$ cat src/rtl/mem_access_unit.sv
// Load/store initiator for the main memory data port: byte/word accesses,
// lane masking on stores, aligned sign/zero-extended load data.
module mem_access_unit #(
    parameter int unsigned A_WIDTH = 13
) (
    input  logic               clk,
    input  logic               rst_async_n,
    input  logic               req_valid,
    output logic               req_ready,
    input  logic               req_write,
    input  logic               req_byte,
    input  logic               req_signed,
    input  logic [15:0]        req_addr,
    input  logic [15:0]        req_wdata,
    output logic               resp_valid,
    output logic               resp_err,
    output logic [15:0]        resp_rdata,
    output logic [A_WIDTH-1:0] mem_data_addr,
    input  logic [15:0]        mem_data_read,
    output logic               mem_data_write_en,
    output logic [1:0]         mem_data_write_mask,
    output logic [15:0]        mem_data_write
);

    typedef enum logic [1:0] {IDLE, LOAD, RESP} state_t;

    state_t             state_q, state_d;
    logic [A_WIDTH-1:0] waddr_q, waddr_d;
    logic               lane_q, lane_d;
    logic               byte_q, byte_d;
    logic               signed_q, signed_d;
    logic [15:0]        rdata_q, rdata_d;
    logic               err_q, err_d;

    logic               hs;
    logic               misaligned;
    logic               store_go;
    logic [7:0]         ld_byte;

    assign hs         = req_valid && (state_q == IDLE);
    assign misaligned = !req_byte && req_addr[0];
    // Gated by reset so no store can leak out while reset is held.
    assign store_go   = rst_async_n && hs && req_write && !misaligned;

    always_ff @(posedge clk or negedge rst_async_n) begin
        if (!rst_async_n) begin
            state_q  <= IDLE;
            waddr_q  <= '0;
            lane_q   <= 1'b0;
            byte_q   <= 1'b0;
            signed_q <= 1'b0;
            rdata_q  <= '0;
            err_q    <= 1'b0;
        end else begin
            state_q  <= state_d;
            waddr_q  <= waddr_d;
            lane_q   <= lane_d;
            byte_q   <= byte_d;
            signed_q <= signed_d;
            rdata_q  <= rdata_d;
            err_q    <= err_d;
        end
    end

    always_comb begin
        state_d  = state_q;
        waddr_d  = waddr_q;
        lane_d   = lane_q;
        byte_d   = byte_q;
        signed_d = signed_q;
        rdata_d  = rdata_q;
        err_d    = err_q;
        ld_byte  = lane_q ? mem_data_read[15:8] : mem_data_read[7:0];
        case (state_q)
            IDLE: begin
                if (hs) begin
                    waddr_d  = req_addr[A_WIDTH:1];
                    lane_d   = req_addr[0];
                    byte_d   = req_byte;
                    signed_d = req_signed;
                    if (misaligned) begin
                        err_d   = 1'b1;
                        rdata_d = '0;
                        state_d = RESP;
                    end else if (req_write) begin
                        err_d   = 1'b0;
                        rdata_d = '0;
                        state_d = RESP;
                    end else begin
                        state_d = LOAD;
                    end
                end
            end
            LOAD: begin
                err_d   = 1'b0;
                rdata_d = byte_q ? {{8{ld_byte[7] & signed_q}}, ld_byte} : mem_data_read;
                state_d = RESP;
            end
            RESP:    state_d = IDLE;
            default: state_d = IDLE;
        endcase
    end

    assign req_ready           = (state_q == IDLE);
    assign resp_valid          = (state_q == RESP);
    assign resp_err            = err_q;
    assign resp_rdata          = rdata_q;
    assign mem_data_addr       = (state_q == IDLE) ? req_addr[A_WIDTH:1] : waddr_q;
    assign mem_data_write_en   = store_go;
    assign mem_data_write_mask = !store_go ? 2'b00 :
                                 !req_byte ? 2'b11 :
                                 (req_addr[0] ? 2'b10 : 2'b01);
    assign mem_data_write      = !store_go ? 16'h0000 :
                                 req_byte ? {req_wdata[7:0], req_wdata[7:0]} : req_wdata;

endmodule
$ cat config.mk
export PLATFORM = sky130hd
export DESIGN_NAME = mem_access_unit
export DESIGN_NICKNAME = d
export VERILOG_FILES = /design/src/rtl/mem_access_unit.sv
export SDC_FILE = /design/constraint.sdc
export NUM_CORES = 1
export LEC_CHECK = 0
export BUFFER_PORTS_ARGS = -buffer_cell sky130_fd_sc_hd__buf_4
export CAP_MARGIN = 20
export CELL_PAD_IN_SITES_DETAIL_PLACEMENT = 1
export CELL_PAD_IN_SITES_GLOBAL_PLACEMENT = 1
export CORE_MARGIN = 5
export CORE_UTILIZATION = 32
export CTS_CLUSTER_DIAMETER = 40
export DETAILED_ROUTE_END_ITERATION = 12
export PLACE_DENSITY_LB_ADDON = 0.1
export REMOVE_ABC_BUFFERS = 1
export SYNTH_ARGS = -nofsm -noshare
export SYNTH_HDL_FRONTEND = slang
export SYNTH_SLANG_ARGS = --single-unit
$ cat constraint.sdc
create_clock -name clk -period 1.85 [get_ports clk]
set_input_delay 0.185 -clock clk [delete_from_list [all_inputs] [get_ports clk]]
set_output_delay 0.185 -clock clk [all_outputs]
set_load 0.02 [all_outputs]
==> results.txt <==
The hold violation total from the final report came out at 0. The maximum number of pins on one net before global-route repair came out at 36. The synthesized design contains 0 enable-type register cells.

The critical path class is reg -> out. STA classifies the critical path endpoint as an output pin. The number of diodes came out at 0. The number of global-route vias before repair came out at ~1.9k.

The flow ran to the end, but the final reports show violations. Synthesis handed over a netlist of ~160 instances. The floorplan step set the die width to 85.09 microns. The global routing usage summed across all routing layers is 0.1594. The die height came out at 85.09 microns.

The post-layout minimum cycle time came out at around 2 ns. The synthesized-area fraction occupied by ao, oa, aoi and oai cells is 0.1047. The total half-perimeter wirelength after legalization and detailed placement is roughly 4200 microns. The setup violation total in the final timing report came out at 17. The pin slew with the least headroom to its limit came out at ~0.46 ns. After floorplanning, the core was divided into 27 placement rows. The biggest area contributor in the post-synthesis netlist is sky130_fd_sc_hd__dfrtp_1.

The least setup slack across all paths after layout is -0.1507 ns. The area of the die came out at approximately 7200 sq um. Of all flip-flops after synthesis, the portion carrying an async set or reset was 1.000. The share of synthesized cell area in full adder, half adder and majority cells came out at 0.

Derived from the worst setup path, the maximum achievable clock frequency is roughly 0.5 GHz. Of all nets on the critical path, the largest fanout is 6. 105 I/O pins were placed. The commonest cells after synthesis are sky130_fd_sc_hd__dfrtp_1 (35), sky130_fd_sc_hd__mux2_2 (27), sky130_fd_sc_hd__nor2_1 (18), sky130_fd_sc_hd__mux2i_1 (15), sky130_fd_sc_hd__o2bb2ai_1 (15). The global-route wire length before repair came out at about 9400 microns.

The checks that failed: setup timing. The data arrival time of the critical path came out at 1.82 ns. The tightest hold margin is around 0.093 ns. The normalized max-slew margin is 0.6963. Once detail routing completed, the nets flagged for antenna violations numbered 0. Wires add up to between 5000 and 6000 microns.

The simple-gate share of the synthesized area is 0.1248. Routability-driven placement finished with a final weighted congestion of around 0.7. The class of the worst hold path is in -> reg. The placeable core region is 5507 sq um. The per-cell routed wire length is 16.46 microns. The total of buffers placed on input and output ports is approximately 100.

For this block, the via count after detailed routing is between 1.5k and 2k. The total power per unit cell area came out at around 820 nW/um^2. The effective utilization at floorplan is 0.3277. The detailed-router iteration count before antenna repair is 4. The number of clock sinks is 35. The worst flop-to-flop path endpoint is resp_rdata[11].

The area growth from synthesis to layout is 68.93%. The post-synth design cell area came out at 1804 sq um. The share of Yosys cell area claimed by the top area cell type came out at 0.4854. The tree is rooted in a sky130_fd_sc_hd__clkbuf_8. The initial antenna violation count came to 0. The starting DRC count in detailed routing is 17. The total global routing overflow came out at 0. The startpoint identified for the worst register-to-register timing path is state_q[0]. The share of the Yosys chip area taken by registers is 0.4854. The multiplexer share of the synthesized area is 0.2517. The later pin in the worst-skew pair is clocked with a latency of roughly 0.28 ns. The data required time at the worst endpoint came out at between 1.5 and 2 ns. The setup clock skew after layout is roughly 0.006 ns. In this run the worst setup path begins at state_q[0]. The setup slack after placement came out at -0.03758 ns.

The analysis attributes to cell leakage a power of 1.557 nW. The share of post-route cells with drive strength above 1 came out at 0.6182. The number of pins with negative max-slew slack in the final report came out at 0. Of the total synthesized cell area, the portion taken by XOR and XNOR cells is 0.

The most common cell in the synthesized netlist is sky130_fd_sc_hd__dfrtp_1. The worst setup slack for register-to-register paths is 0.39 ns. The kind of launch point of the worst setup path is a register. The clock transition at the registers of the reported paths is 0.07 ns. The number of cells on the worst reg-to-reg path is 5. The maximum root-to-sink buffer count came out at 2. The final worst-path cycle share is 1.081.

The most critical setup path has its endpoint at mem_data_write[2]. In the final design database the tool counted 328 nets. The residual DRC count came out at 0. After synthesis, the largest family of logic cells by area is multiplexers. The Yosys warning count came out at 0. The clock tree from TritonCTS is built. Setup repair after global routing could not meet its margin everywhere.

The clock buffer count from CTS came out at 5. The largest vdd supply drop came out at ~0.00045 V. Each instance of the synthesized netlist takes up on average between 10 and 15 sq um. Among all flip-flop cells after synthesis, the most frequent one is sky130_fd_sc_hd__dfrtp_1.

The tool flagged a number of max-cap violations equal to 0. The number of library cell types mapped by synthesis is 27. The level count of the clock H-tree came out at 2.

In this run, synthesis produced a sequential element count of 35. The post-detailed-route via-to-cell ratio is roughly 4.8. After synthesis, the cell types taking the most area are sky130_fd_sc_hd__dfrtp_1 (49%), sky130_fd_sc_hd__mux2_2 (17%), sky130_fd_sc_hd__mux2i_1 (8.3%).
## metal layers
metal  GRT usage  part of all wire
met3     0.06505             0.082
met5           0                 0
met1      0.1969              0.42
met4     0.04317            0.0067
met2      0.2571              0.49
## cell type report
class	count	area [sq um]
timing repair inverter	1	6.256
multi-input combinational	111	965.9
inverter	2	12.51
clock inverter	1	5.005
tap	72	90.09
sequential	35	875.8
timing repair buffer	118	1016
fill	605	2459
clock buffer	7	76.32
## per-stage QoR
| stage | cells | TNS (ns) | util | instance area [sq um] | power, mW |
|---|---|---|---|---|---|
| floorplan | 147 | -4.769 | - | 1757 | 1.449 |
| global placement | 333 | 0 | 0.4931 | 2715 | 1.876 |
| detailed placement | 333 | -0.2056 | 0.4931 | 2715 | 1.891 |
| CTS | 344 | -2.340 | 0.5194 | 2860 | 2.445 |
| global route | 347 | -3.412 | 0.5535 | 3048 | 2.662 |
| finish | 347 | -1.968 | 0.5535 | 3048 | 2.494 |
## registers in the layout, summed over array words and instances, names as in the netlist
name / flops
lane_q: 1
resp_rdata: 16
byte_q: 1
state_q: 2
waddr_q: 13
resp_err: 1
signed_q: 1
## power breakdown
group | switching [mW] | leakage (nW) | internal, mW | total [mW]
sequential | 0.0792 | 0.441 | 0.904 | 0.983
combinational | 0.460 | 1.07 | 0.530 | 0.990
clock | 0.258 | 0.0422 | 0.264 | 0.521
## worst min-delay path by stage
| stage | start | to | cells after the start |
|---|---|---|---|
| 2_1_floorplan | rst_async_n | byte_q | 0 |
| 3_3_place_gp | rst_async_n | resp_rdata[7] | 2 |
| 3_5_place_dp | rst_async_n | resp_rdata[6] | 2 |
| 4_1_cts | req_write | state_q[0] | 2 |
| 5_1_grt | req_write | state_q[0] | 2 |
| 6_report | req_write | state_q[0] | 2 |
## cells in the final DEF, fill, tap and decap left out, types with 3 or more instances in the layout
master / netlist / routed
sky130_fd_sc_hd__mux2i_1: 15 / 15
sky130_fd_sc_hd__buf_6: 2 / 26
sky130_fd_sc_hd__nor2b_1: 3 / 3
sky130_fd_sc_hd__clkbuf_8: 0 / 5
sky130_fd_sc_hd__buf_4: 0 / 89
sky130_fd_sc_hd__dfrtp_1: 35 / 35
sky130_fd_sc_hd__o2bb2ai_1: 15 / 15
sky130_fd_sc_hd__nor2_1: 18 / 13
sky130_fd_sc_hd__and2_4: 0 / 8
sky130_fd_sc_hd__mux2_4: 0 / 7
sky130_fd_sc_hd__nor3_1: 3 / 3
sky130_fd_sc_hd__mux2_2: 27 / 20
sky130_fd_sc_hd__nand2_1: 8 / 8
sky130_fd_sc_hd__nor2_4: 0 / 4
## cells by family (layout without fill, tap and decap cells)
logic type	Yosys count	count (layout)
mux	42	42
simple gates	46	47
buf+inv	10	129
flops	35	35
compound gates	22	22
## critical path, cell delays in order, from the launching register on
cell	delay, ns
sky130_fd_sc_hd__dfrtp_1	0.39
sky130_fd_sc_hd__or3b_4	0.39
sky130_fd_sc_hd__or3_4	0.41
sky130_fd_sc_hd__clkinv_4	0.09
sky130_fd_sc_hd__and2_4	0.14
sky130_fd_sc_hd__buf_6	0.11
## repair_timing
item,in CTS,in global routing
pin swaps,6,6
resized for setup,13,41
endpoints found under the hold margin,35,0
endpoints found under the setup margin,30,31
gates cloned,2,1
buffers inserted,0,3
hold buffers,1,0
No activity file was read; power rests on OpenSTA's default activity.
